==> config.mk <==
export PLATFORM = sky130hd
export DESIGN_NAME = memory_loader_flat
export DESIGN_NICKNAME = d
export VERILOG_FILES = /design/src/rtl/memory_loader_pkg.sv /design/src/rtl/memory_loader_if.sv /design/src/rtl/memory_loader.sv /design/src/flat_wrapper.sv
export SDC_FILE = /design/constraint.sdc
export NUM_CORES = 1
export LEC_CHECK = 0
export ABC_AREA = 1
export CAP_MARGIN = 25
export CORE_ASPECT_RATIO = 1.5
export CORE_MARGIN = 5
export CORE_UTILIZATION = 57
export DETAILED_ROUTE_END_ITERATION = 8
export PLACE_DENSITY = 0.8
export RECOVER_POWER = 25
export REMOVE_ABC_BUFFERS = 1
export SYNTH_ARGS = -nofsm -noshare
export SYNTH_HDL_FRONTEND = slang
export SYNTH_SLANG_ARGS = --single-unit
==> constraint.sdc <==
create_clock -name clock -period 2.3 [get_ports clock]
set_input_delay 0.345 -clock clock [delete_from_list [all_inputs] [get_ports clock]]
set_output_delay 0.345 -clock clock [all_outputs]
set_load 0.05 [all_outputs]
==> src/rtl/memory_loader_pkg.sv <==
// Shared types and constants for the boot-time memory loader.
// Holds the FSM state encoding, frame field names and default frame parameters.
package loader_pkg;

  localparam int unsigned WORD_WIDTH  = 16;
  localparam int unsigned INDEX_WIDTH = 14;
  localparam logic [7:0]  DEFAULT_MAGIC = 8'hA5;

  typedef enum logic [3:0] {
    IDLE,
    LEN_HI,
    LEN_LO,
    DATA_HI,
    DATA_LO,
    WRITE,
    CSUM,
    DONE,
    ERROR
  } state_t;

  // Byte positions within a frame: MAGIC, length (high then low), payload, checksum.
  typedef enum logic [2:0] {
    FIELD_MAGIC,
    FIELD_LEN_HI,
    FIELD_LEN_LO,
    FIELD_PAYLOAD,
    FIELD_CSUM
  } frame_field_t;

endpackage

==> src/rtl/memory_loader_if.sv <==
// Byte-stream input and RAM/CPU-control output bundle of the memory loader.
// master = byte source / system side, slave = the loader itself.
interface memory_loader_if;
  logic        rx_valid;
  logic [7:0]  rx_data;
  logic        rx_ready;
  logic [15:0] memory_address;
  logic        memory_write_enable;
  logic [15:0] memory_data_out;
  logic        cpu_reset_n;
  logic        load_done;
  logic        load_error;

  modport master (
    output rx_valid, rx_data,
    input  rx_ready, memory_address, memory_write_enable, memory_data_out,
           cpu_reset_n, load_done, load_error
  );

  modport slave (
    input  rx_valid, rx_data,
    output rx_ready, memory_address, memory_write_enable, memory_data_out,
           cpu_reset_n, load_done, load_error
  );
endinterface

==> src/rtl/memory_loader.sv <==
// Boot loader: parses MAGIC/LEN/data/CSUM frames from the UART, writes 16-bit
// words to consecutive RAM addresses and releases the CPU once the checksum matches.
module memory_loader
  import loader_pkg::*;
#(
  parameter logic [15:0] BASE_ADDR = 16'h0000,
  parameter int unsigned MAX_WORDS = 8192,
  parameter logic [7:0]  MAGIC     = DEFAULT_MAGIC
) (
  input  logic            clock,
  input  logic            reset_n,
  memory_loader_if.slave  bus
);

  state_t                 state, next_state;
  logic [7:0]             len_hi;
  logic [15:0]            len;
  logic [INDEX_WIDTH-1:0] index;
  logic [7:0]             csum;
  logic [7:0]             word_hi;
  logic                   xfer;
  logic [16:0]            len_rx;
  logic                   last_word;

  assign xfer      = bus.rx_valid & bus.rx_ready;
  assign len_rx    = {1'b0, len_hi, bus.rx_data};
  assign last_word = (16'(index) + 16'd1) == len;

  always_ff @(posedge clock or negedge reset_n) begin
    if (!reset_n) state <= IDLE;
    else          state <= next_state;
  end

  always_comb begin
    next_state   = state;
    bus.rx_ready = (state != WRITE);
    unique case (state)
      IDLE, ERROR: if (xfer && bus.rx_data == MAGIC) next_state = LEN_HI;
      LEN_HI:      if (xfer) next_state = LEN_LO;
      LEN_LO: begin
        if (xfer) begin
          if (len_rx > 17'(MAX_WORDS)) next_state = ERROR;
          else if (len_rx == '0)       next_state = CSUM;
          else                         next_state = DATA_HI;
        end
      end
      DATA_HI:     if (xfer) next_state = DATA_LO;
      DATA_LO:     if (xfer) next_state = WRITE;
      WRITE:       next_state = last_word ? CSUM : DATA_HI;
      CSUM:        if (xfer) next_state = (bus.rx_data == csum) ? DONE : ERROR;
      DONE:        next_state = DONE;
      default:     next_state = IDLE;
    endcase
  end

  // Status flags follow next_state so they appear one cycle after the deciding byte;
  // the write strobe is loaded on the DATA_LO transfer and is therefore high only in WRITE.
  always_ff @(posedge clock or negedge reset_n) begin
    if (!reset_n) begin
      bus.memory_address      <= BASE_ADDR;
      bus.memory_write_enable <= 1'b0;
      bus.memory_data_out     <= '0;
      bus.cpu_reset_n         <= 1'b0;
      bus.load_done           <= 1'b0;
      bus.load_error          <= 1'b0;
      len_hi                  <= '0;
      len                     <= '0;
      index                   <= '0;
      csum                    <= '0;
      word_hi                 <= '0;
    end else begin
      bus.memory_write_enable <= 1'b0;
      bus.load_done           <= (next_state == DONE);
      bus.cpu_reset_n         <= (next_state == DONE);
      bus.load_error          <= (next_state == ERROR);
      unique case (state)
        IDLE, ERROR: begin
          if (xfer && bus.rx_data == MAGIC) begin
            index <= '0;
            csum  <= '0;
          end
        end
        LEN_HI: if (xfer) len_hi <= bus.rx_data;
        LEN_LO: if (xfer) len <= len_rx[15:0];
        DATA_HI: begin
          if (xfer) begin
            word_hi <= bus.rx_data;
            csum    <= csum ^ bus.rx_data;
          end
        end
        DATA_LO: begin
          if (xfer) begin
            csum                    <= csum ^ bus.rx_data;
            bus.memory_write_enable <= 1'b1;
            bus.memory_address      <= BASE_ADDR + 16'(index);
            bus.memory_data_out     <= {word_hi, bus.rx_data};
          end
        end
        WRITE:   index <= index + 1'b1;
        default: ;
      endcase
    end
  end

endmodule

==> src/flat_wrapper.sv <==
// flat-port wrapper written by rule: the top's interface ports become plain ports
module memory_loader_flat import loader_pkg::*;
#(
  parameter logic [15:0] BASE_ADDR = 16'h0000,
  parameter int unsigned MAX_WORDS = 8192,
  parameter logic [7:0]  MAGIC     = DEFAULT_MAGIC
)
  (clock, reset_n, bus_rx_valid, bus_rx_data, bus_rx_ready, bus_memory_address, bus_memory_write_enable, bus_memory_data_out, bus_cpu_reset_n, bus_load_done, bus_load_error);
  memory_loader_if bus_i ();
  input  logic clock;
  input  logic reset_n;
  input wire logic [$bits(bus_i.rx_valid)-1:0] bus_rx_valid;
  input wire logic [$bits(bus_i.rx_data)-1:0] bus_rx_data;
  output wire logic [$bits(bus_i.rx_ready)-1:0] bus_rx_ready;
  output wire logic [$bits(bus_i.memory_address)-1:0] bus_memory_address;
  output wire logic [$bits(bus_i.memory_write_enable)-1:0] bus_memory_write_enable;
  output wire logic [$bits(bus_i.memory_data_out)-1:0] bus_memory_data_out;
  output wire logic [$bits(bus_i.cpu_reset_n)-1:0] bus_cpu_reset_n;
  output wire logic [$bits(bus_i.load_done)-1:0] bus_load_done;
  output wire logic [$bits(bus_i.load_error)-1:0] bus_load_error;
  assign bus_i.rx_valid = bus_rx_valid;
  assign bus_i.rx_data = bus_rx_data;
  assign bus_rx_ready = bus_i.rx_ready;
  assign bus_memory_address = bus_i.memory_address;
  assign bus_memory_write_enable = bus_i.memory_write_enable;
  assign bus_memory_data_out = bus_i.memory_data_out;
  assign bus_cpu_reset_n = bus_i.cpu_reset_n;
  assign bus_load_done = bus_i.load_done;
  assign bus_load_error = bus_i.load_error;
  memory_loader #(.BASE_ADDR(BASE_ADDR), .MAX_WORDS(MAX_WORDS), .MAGIC(MAGIC)) u_core (.clock(clock), .reset_n(reset_n), .bus(bus_i));
endmodule
==> results of run 1 <==
-- cells in the mapped netlist --
master / instances
sky130_fd_sc_hd__inv_2: 9
sky130_fd_sc_hd__buf_4: 8
sky130_fd_sc_hd__xnor2_1: 4
sky130_fd_sc_hd__a21oi_1: 5
sky130_fd_sc_hd__and3b_1: 1
sky130_fd_sc_hd__buf_2: 8
sky130_fd_sc_hd__nor2_2: 4
sky130_fd_sc_hd__nand2_1: 159
sky130_fd_sc_hd__nor2_4: 7
sky130_fd_sc_hd__and2_1: 1
sky130_fd_sc_hd__nor3_2: 2
sky130_fd_sc_hd__conb_1: 1
sky130_fd_sc_hd__o21ai_0: 25
sky130_fd_sc_hd__nor2_1: 35
sky130_fd_sc_hd__nand3_2: 1
sky130_fd_sc_hd__clkbuf_1: 1
sky130_fd_sc_hd__nand4_1: 12
sky130_fd_sc_hd__a22oi_1: 1
sky130_fd_sc_hd__nand2_4: 1
sky130_fd_sc_hd__nand3b_1: 8
sky130_fd_sc_hd__dfrtp_1: 91
sky130_fd_sc_hd__o21a_1: 29
sky130_fd_sc_hd__o22ai_1: 7
sky130_fd_sc_hd__ha_1: 1
sky130_fd_sc_hd__inv_1: 55
sky130_fd_sc_hd__mux2_1: 7
sky130_fd_sc_hd__clkinv_1: 1
sky130_fd_sc_hd__nor3_1: 5
sky130_fd_sc_hd__xor2_1: 5
sky130_fd_sc_hd__mux2_2: 2
sky130_fd_sc_hd__nand3_1: 58
sky130_fd_sc_hd__nand2_2: 9
sky130_fd_sc_hd__o21ai_1: 4
-- power by group --
group	leakage (nW)	switching, mW	internal, mW	total, mW
Sequential	1.10	0.0158	1.63	1.65
Combinational	1.51	0.160	0.0793	0.240
Clock	0.142	0.652	0.783	1.43
-- cell usage in the layout (no fill, tap or decap), types with 4 or more instances in the layout --
cell                                n
sky130_fd_sc_hd__o21a_1            29
sky130_fd_sc_hd__nand4_1           12
sky130_fd_sc_hd__nand3_1           58
sky130_fd_sc_hd__buf_4              6
sky130_fd_sc_hd__o21ai_0           25
sky130_fd_sc_hd__dfrtp_1           91
sky130_fd_sc_hd__xnor2_1            4
sky130_fd_sc_hd__clkbuf_16          9
sky130_fd_sc_hd__inv_1             55
sky130_fd_sc_hd__mux2_1             7
sky130_fd_sc_hd__nor2_4             7
sky130_fd_sc_hd__nand2_1          159
sky130_fd_sc_hd__inv_2              9
sky130_fd_sc_hd__a21oi_1            5
sky130_fd_sc_hd__nor3_1             5
sky130_fd_sc_hd__nand2_2            9
sky130_fd_sc_hd__nor2_1            35
sky130_fd_sc_hd__xor2_1             5
sky130_fd_sc_hd__o22ai_1            7
sky130_fd_sc_hd__nor2_2             4
sky130_fd_sc_hd__nand3b_1           8
sky130_fd_sc_hd__clkdlybuf4s50_1   43
sky130_fd_sc_hd__o21ai_1            4
-- repair_timing --
action,in CTS,in global routing
setup endpoints to repair,0,0
endpoints found under the hold margin,33,0
hold buffers,1,0
-- final cells by class --
class                      count  area share
clock buffer                  10      0.0433
clock inverter                 6     0.00975
inverter                      65      0.0442
multi-input combinational    395       0.369
sequential                    91       0.413
tap                          105      0.0238
timing repair buffer          54      0.0975
-- cells by family after synthesis --
family / count (synthesis)
AO/OA/AOI/OAI: 71
XOR/XNOR: 9
adder cells (fa/ha/maj): 1
buffers and inverters: 82
flip-flops: 91
multiplexers: 9
other: 1
AND/OR/NAND/NOR: 303
-- final timing paths --
path | startpoint | to | slack [ns]
max | u_core.index[1] | u_core.state[0] | 0.32
min in group asynchronous | reset_n | u_core.bus.memory_data_out[3] | 0.64
min reg2reg | u_core.bus.memory_address[13] | u_core.bus.memory_address[13] | 0.49
max in group asynchronous | reset_n | u_core.state[1] | 0.54
max reg2reg | u_core.index[1] | u_core.state[0] | 0.32
min | u_core.bus.memory_address[13] | u_core.bus.memory_address[13] | 0.49
-- metrics by stage --
step,hold slack [ns],util,cells
after global routing,0.510,0.689,726
after detailed placement,0.320,0.653,709
after floorplan,0.0494,-,551
after CTS,0.490,0.691,726
final,0.486,0.689,726
after global placement,0.324,0.653,709
-- worst max-delay path, stage by stage, from the launching register on --
cell                      delay, ns
sky130_fd_sc_hd__dfrtp_1       0.45
sky130_fd_sc_hd__ha_1          0.22
sky130_fd_sc_hd__nand2_2       0.12
sky130_fd_sc_hd__o21ai_0       0.28
sky130_fd_sc_hd__nand2_1       0.13
sky130_fd_sc_hd__nand2_1       0.10
sky130_fd_sc_hd__nand2_1       0.05
sky130_fd_sc_hd__nor2_1        0.10
sky130_fd_sc_hd__nand2_1       0.06
sky130_fd_sc_hd__nor2_1        0.12
sky130_fd_sc_hd__nand3_1       0.09
sky130_fd_sc_hd__nand2_1       0.08
sky130_fd_sc_hd__nand2_1       0.06
-- per-layer routing --
layer / routed length (µm) / GRT usage
met1: 4270 / 0.260
met2: 6000 / 0.431
met3: 412 / 0.0409
met4: 367 / 0.115
met5: 0 / 0
-- flip-flops by register name, indices dropped and copies added (netlist names) --
name and cells:
u_core.bus.cpu_reset_n 1, u_core.state 4, u_core.len_hi 8, u_core.bus.memory_data_out 16, u_core.bus.memory_write_enable 1, u_core.bus.load_error 1
u_core.index 14, u_core.bus.memory_address 14, u_core.csum 8, u_core.len 16, u_core.word_hi 8
==> impl_results.md, run 1 <==
* Run status: complete, no violations
* Path type of the worst min-delay path: register to register
* Total core area at 8010 µm²
* Average wire length per cell after detail routing at 15.2 µm
* Number of different library cells in the post-synthesis netlist at 33
* Transition time of the tightest slew-check pin at 0.845 ns
* Clock tree root buffer cell: sky130_fd_sc_hd__clkbuf_16
* Global-route wire length before repair at 18.8 mm
* Final antenna-violating net count at 0
* Dominant combinational cell family by area after synthesis: simple AND/OR/NAND/NOR gates
* Post-Synth Adder-Cell Area at 0.00269
* Count of buffers added by post-CTS timing repair for setup at 0
* Number of instances on the worst hold path at 1
* Maximum root-to-sink buffer count at 2
* Count of maximum capacitance violations at 0
* Final Cycle Share at 0.861
* Capturing element type of the critical path: register
* Total power at 3.32 mW
* Row cnt at 40
* Dpl ws at 0.199 ns
* Fin Clk Skew at 0.00789 ns
* Post-Place Cell Area at 5230 µm²
* Number of hold-slack violations in the final timing report at 0
* Die boundary height at 121 µm
* Post-cts gate resize count at 0
* Synthesized area per cell at 8.21 µm²
* Max transition margin at 0.436
* Floorplan die width at 83.8 µm
* Share of the synthesized area in the top cell type at 0.489
* Static leakage at 2.76 nW
* Critical path type: register to register
* DRC violations left at 0
* Total Die Area at 10,100 µm²
* Post-Synth XOR/XNOR Area at 0.0169
* Number of flip-flops and latches in the synthesized netlist at 91
* Sum of overflow across all layers after global routing at 0
* Peak ir drop on the vdd network at 0.548 mV
* Power per cell area at 602 nW/µm²
* Cell area after layout at 5520 µm²
* Cell Area, Synth at 4660 µm²
* Number of antenna violations at the first check in global routing at 0
* Overall routing resource usage at 0.235
* Clock-pin transition on the worst setup and hold timing paths at 0.07 ns
* Area added between synthesis and finish at 18.5%
* CTS buffer count at 9
* CP startpoint kind: register
* Slack of the critical path at 0.320 ns
* Post-synthesis cell type with the largest combined area: sky130_fd_sc_hd__dfrtp_1
* Warnings, synthesis at 0
* TritonCTS clock tree: yes
* NumNets Final at 628
* Cells taking the most area after synthesis: sky130_fd_sc_hd__dfrtp_1 49%, sky130_fd_sc_hd__nand2_1 13%, sky130_fd_sc_hd__nand3_1 6.2%, sky130_fd_sc_hd__o21a_1 4.7%, sky130_fd_sc_hd__inv_1 4.4%
* Post-detailed-placement half-perimeter wirelength at 8.36 mm
* Pin count of the biggest net entering global routing at 39
* Number of global-route vias before repair at 3,975
* Clock period minus worst slack at 1.98 ns
* Initial Utilization at 0.581
* Routed Wire Length at 11.1 mm
* Number of iterations in the first detailed-routing pass at 5
* Area taken by multi-input logic gates at 2030 µm²
* Share of cell area taken by muxes after synthesis at 0.0218
* Arrival time of data at the critical path endpoint at 2.21 ns
* Number of H-tree levels at 3
* RSZ-0062 raised after global routing: false
* Length in cells of the worst reg-to-reg path at 12
* Port bufs at 45
* Area of all sequential standard cells at 2280 µm²
* Total Neg Setup Slack at 0 ns
* Compound-cell area share of the yosys netlist at 0.0943
* Global placement routability congestion at 0.914
* Post-Synth Simple-Gate Area at 0.300
* Initial drt markers at 269
* Insertion delay of the later-clocked pin in the worst-skew pair at 0.34 ns
* Sequential element share of the synthesized area at 0.489
* Pins over their slew limit at 0
* Count of filler cells inserted in the layout at 652
* Post-Synthesis Cells at 567
* Ports placed on the boundary at 48
* Inserted Diodes at 0
* Endpoint required time on the critical path at 2.53 ns
* Num Clock Sinks at 91
* Maximum net fanout on the critical path at 5
* Achievable frequency at 0.505 GHz
* Via-to-Cell Ratio at 5.43
* Fraction of final layout cells with drive strength greater than 1 at 0.0982
* Via count at 3,943
* Setup violators final at 0
Note: power is estimated with default switching activity, not from simulation.
==> inputs of run 2 (changes only) <==
- CELL_PAD_IN_SITES_DETAIL_PLACEMENT: default -> 1
- CELL_PAD_IN_SITES_GLOBAL_PLACEMENT: default -> 2
- CORE_MARGIN: 5 -> 8
- CORE_UTILIZATION: 57 -> 34
- PLACE_DENSITY: 0.8 -> default
- PLACE_DENSITY_LB_ADDON: default -> 0.1
==> run 2 against run 1 <==
Compared with the run above: sequential share of layout area is 0.84 points lower; largest power group unchanged; flip-flop and latch count stayed put; combinational power is 4% higher; non-clock buffer count is 4 higher; maximum frequency is 3.3% higher; hold slack better by 0.0027 ns; core utilization is 27 points lower.
==> impl_results.md, run 2 (synthesized netlist as in run 1, its figures left out) <==
* Most frequent cells in the layout: 159 x sky130_fd_sc_hd__nand2_1, 91 x sky130_fd_sc_hd__dfrtp_1, 58 x sky130_fd_sc_hd__nand3_1 (unchanged)
* Biggest regs: u_core.bus.memory_data_out (16), u_core.len (16) (unchanged)
* CTS buffer count at 9 (unchanged)
* Area added between synthesis and finish at 21.0% (was 18.5%)
* Power per cell area at 606 nW/µm² (was 602 nW/µm²)
* Static leakage at 2.79 nW (was 2.76 nW)
* Total Neg Setup Slack at 0 ns (unchanged)
* Startpoint of the worst register-to-register path: u_core.index[0] (was u_core.index[1])
* Master of the slowest instance on the critical path: sky130_fd_sc_hd__dfrtp_1 (unchanged)
* Capturing element type of the critical path: register (unchanged)
* Most common cell after layout, fill and taps aside: sky130_fd_sc_hd__nand2_1 (unchanged)
* Row cnt at 52 (was 40)
* Slack of the critical path at 0.383 ns (was 0.320 ns)
* Pins over their slew limit at 0 (unchanged)
* Total core area at 13,500 µm² (was 8010 µm²)
* CP startpoint kind: register (unchanged)
* Global-route wire length before repair at 22.3 mm (was 18.8 mm)
* Average wire length per cell after detail routing at 17.0 µm (was 15.2 µm)
* Path type of the worst min-delay path: register to register (unchanged)
* Overall routing resource usage at 0.159 (was 0.235)
* Port bufs at 45 (unchanged)
* RSZ-0062 raised after global routing: false (unchanged)
* Maximum root-to-sink buffer count at 2 (unchanged)
* Clock period minus worst slack at 1.92 ns (was 1.98 ns)
* Insertion delay of the later-clocked pin in the worst-skew pair at 0.35 ns (was 0.34 ns)
* Endpoint required time on the critical path at 2.54 ns (was 2.53 ns)
* Destination of the worst hold path: u_core.bus.memory_data_out[12] (was u_core.bus.memory_address[13])
* Dpl ws at 0.183 ns (was 0.199 ns)
* Setup slack of the most critical reg-to-reg path at 0.38 ns (was 0.32 ns)
* Number of standard cells in the final layout excluding fillers at 787 (was 726)
* NumNets Final at 632 (was 628)
* Via-to-Cell Ratio at 4.92 (was 5.43)
* Largest delay contributor family on the critical path: simple AND/OR/NAND/NOR gates (unchanged)
* Number of instances on the worst hold path at 1 (unchanged)
* Cell breakdown of the critical path: ha_1 -> nand2_2 -> o21ai_0 -> nand2_1 -> nand2_1 -> nand2_1 -> nor2_1 -> nand2_1 -> nor2_1 -> nand3_1 -> nand2_1 -> nand2_1 (unchanged)
* Switching share of power at 0.272 (was 0.250)
* Run status: complete, no violations (unchanged)
* Number of iterations in the first detailed-routing pass at 4 (was 5)
* Cell area after layout at 5630 µm² (was 5520 µm²)
* Number of global-route vias before repair at 4,219 (was 3,975)
* Routed Wire Length at 13.4 mm (was 11.1 mm)
* TritonCTS clock tree: yes (unchanged)
* Transition time of the tightest slew-check pin at 1.04 ns (was 0.845 ns)
* Initial Utilization at 0.346 (was 0.581)
* Critical path type: register to register (unchanged)
* Setup violators final at 0 (unchanged)
* DRC violations left at 0 (unchanged)
* Largest stage delay on the critical path at 0.40 ns (was 0.45 ns)
* Area taken by multi-input logic gates at 2030 µm² (unchanged)
* Endpoint of the most critical register-to-register path: u_core.state[0] (unchanged)
* Internal portion of total power at 2.49 mW (about the same)
* Floorplan die width at 112 µm (was 83.8 µm)
* Total Die Area at 17,800 µm² (was 10,100 µm²)
* Launch instance of the worst min-delay path: u_core.bus.memory_data_out[12] (was u_core.bus.memory_address[13])
* Number of H-tree levels at 3 (unchanged)
* Count of filler cells inserted in the layout at 1,599 (was 652)
* Num Clock Sinks at 91 (unchanged)
* Area of all sequential standard cells at 2280 µm² (unchanged)
* Sum of overflow across all layers after global routing at 0 (unchanged)
* Number of antenna violations at the first check in global routing at 0 (unchanged)
* Critical path origin: u_core.index[0] (was u_core.index[1])
* Post-cts gate resize count at 0 (unchanged)
* Via count at 3,872 (was 3,943)
* Maximum net fanout on the critical path at 5 (unchanged)
* Sequential group share of total power at 0.481 (was 0.496)
* Net switching component of the power at 930 µW (was 828 µW)
* Global placement routability congestion at 0.796 (was 0.914)
* Count of maximum capacitance violations at 0 (unchanged)
* Pin count of the biggest net entering global routing at 40 (was 39)
* Fraction of final layout cells with drive strength greater than 1 at 0.104 (was 0.0982)
* Post-Place Cell Area at 5320 µm² (was 5230 µm²)
* Final Cycle Share at 0.834 (was 0.861)
* Clk network pwr share at 0.446 (was 0.432)
* Post-detailed-placement half-perimeter wirelength at 10.2 mm (was 8.36 mm)
* Clock tree root buffer cell: sky130_fd_sc_hd__clkbuf_16 (unchanged)
* Arrival time of data at the critical path endpoint at 2.16 ns (was 2.21 ns)
* Achievable frequency at 0.522 GHz (was 0.505 GHz)
* Clock-pin transition on the worst setup and hold timing paths at 0.08 ns (was 0.07 ns)
* Fin Clk Skew at 0.0110 ns (was 0.00789 ns)
* Die boundary height at 159 µm (was 121 µm)
* CP bufs+invs at 0 (unchanged)
* Max transition margin at 0.310 (was 0.436)
* Cell total after placement at 770 (was 709)
* Inserted Diodes at 0 (unchanged)
* Initial drt markers at 88 (was 269)
* Length in cells of the worst reg-to-reg path at 12 (unchanged)
* Number of hold-slack violations in the final timing report at 0 (unchanged)
* Most common cell on crit path: sky130_fd_sc_hd__nand2_1 (unchanged)
* Comb power frac at 0.073 (was 0.072)
* Peak ir drop on the vdd network at 0.316 mV (was 0.548 mV)
* Final antenna-violating net count at 0 (unchanged)
* Ports placed on the boundary at 48 (unchanged)
run 2: layout make-up:
class / count / area share
inverters: 65 / 0.0433
multi-input cells: 395 / 0.361
clock inverters: 7 / 0.0144
clock buffers: 9 / 0.0400
repair buffers: 58 / 0.101
flip-flops and latches: 91 / 0.404
well taps: 162 / 0.0360
run 2: worst register-to-register path, stage by stage (launching register included):
cell	delay, ns
sky130_fd_sc_hd__dfrtp_1	0.40
sky130_fd_sc_hd__ha_1	0.20
sky130_fd_sc_hd__nand2_2	0.12
sky130_fd_sc_hd__o21ai_0	0.26
sky130_fd_sc_hd__nand2_1	0.13
sky130_fd_sc_hd__nand2_1	0.10
sky130_fd_sc_hd__nand2_1	0.05
sky130_fd_sc_hd__nor2_1	0.09
sky130_fd_sc_hd__nand2_1	0.06
sky130_fd_sc_hd__nor2_1	0.14
sky130_fd_sc_hd__nand3_1	0.12
sky130_fd_sc_hd__nand2_1	0.07
sky130_fd_sc_hd__nand2_1	0.06
run 2: repair_timing:
| action | in CTS | in global routing |
|---|---|---|
| setup buffers | 0 | 0 |
| hold buffers | 1 | 0 |
| hold endpoints to repair | 37 | 0 |
run 2: routing by layer:
metal  share of wire  track usage  wire (µm)  vias up
met3           0.027       0.0281        361       22
met2            0.54        0.292       7280       50
li1                -            -          -     1935
met5               0            0          0        -
met1            0.40        0.171       5400     1865
met4           0.028       0.0743        370        0
run 2: worst max-delay path by stage:
stage,cells after the start,end,slack (ns)
CTS,12,u_core.state[0],0.32
global route,11,u_core.state[2],0.18
detailed placement,9,u_core.csum[5],0.18
global placement,8,u_core.state[0],0.24
floorplan,9,u_core.state[0],0.07
finish,12,u_core.state[0],0.38
run 2: power by group through the flow:
stage	combinational, mW	sequential [mW]	clock (mW)
2_1_floorplan	0.0548	1.75	0
3_3_place_gp	0.251	1.68	0
3_5_place_dp	0.254	1.68	0
4_1_cts	0.255	1.64	1.58
5_1_grt	0.269	1.65	1.62
6_report	0.249	1.64	1.52
run 2: per-stage QoR:
| stage | utilization | hold slack, ns | power (mW) |
|---|---|---|---|
| 6_report | 0.418 | 0.489 | 3.42 |
| 2_1_floorplan | - | 0.0494 | 1.80 |
| 3_3_place_gp | 0.395 | 0.351 | 1.93 |
| 5_1_grt | 0.418 | 0.501 | 3.53 |
| 4_1_cts | 0.418 | 0.493 | 3.48 |
| 3_5_place_dp | 0.395 | 0.360 | 1.93 |
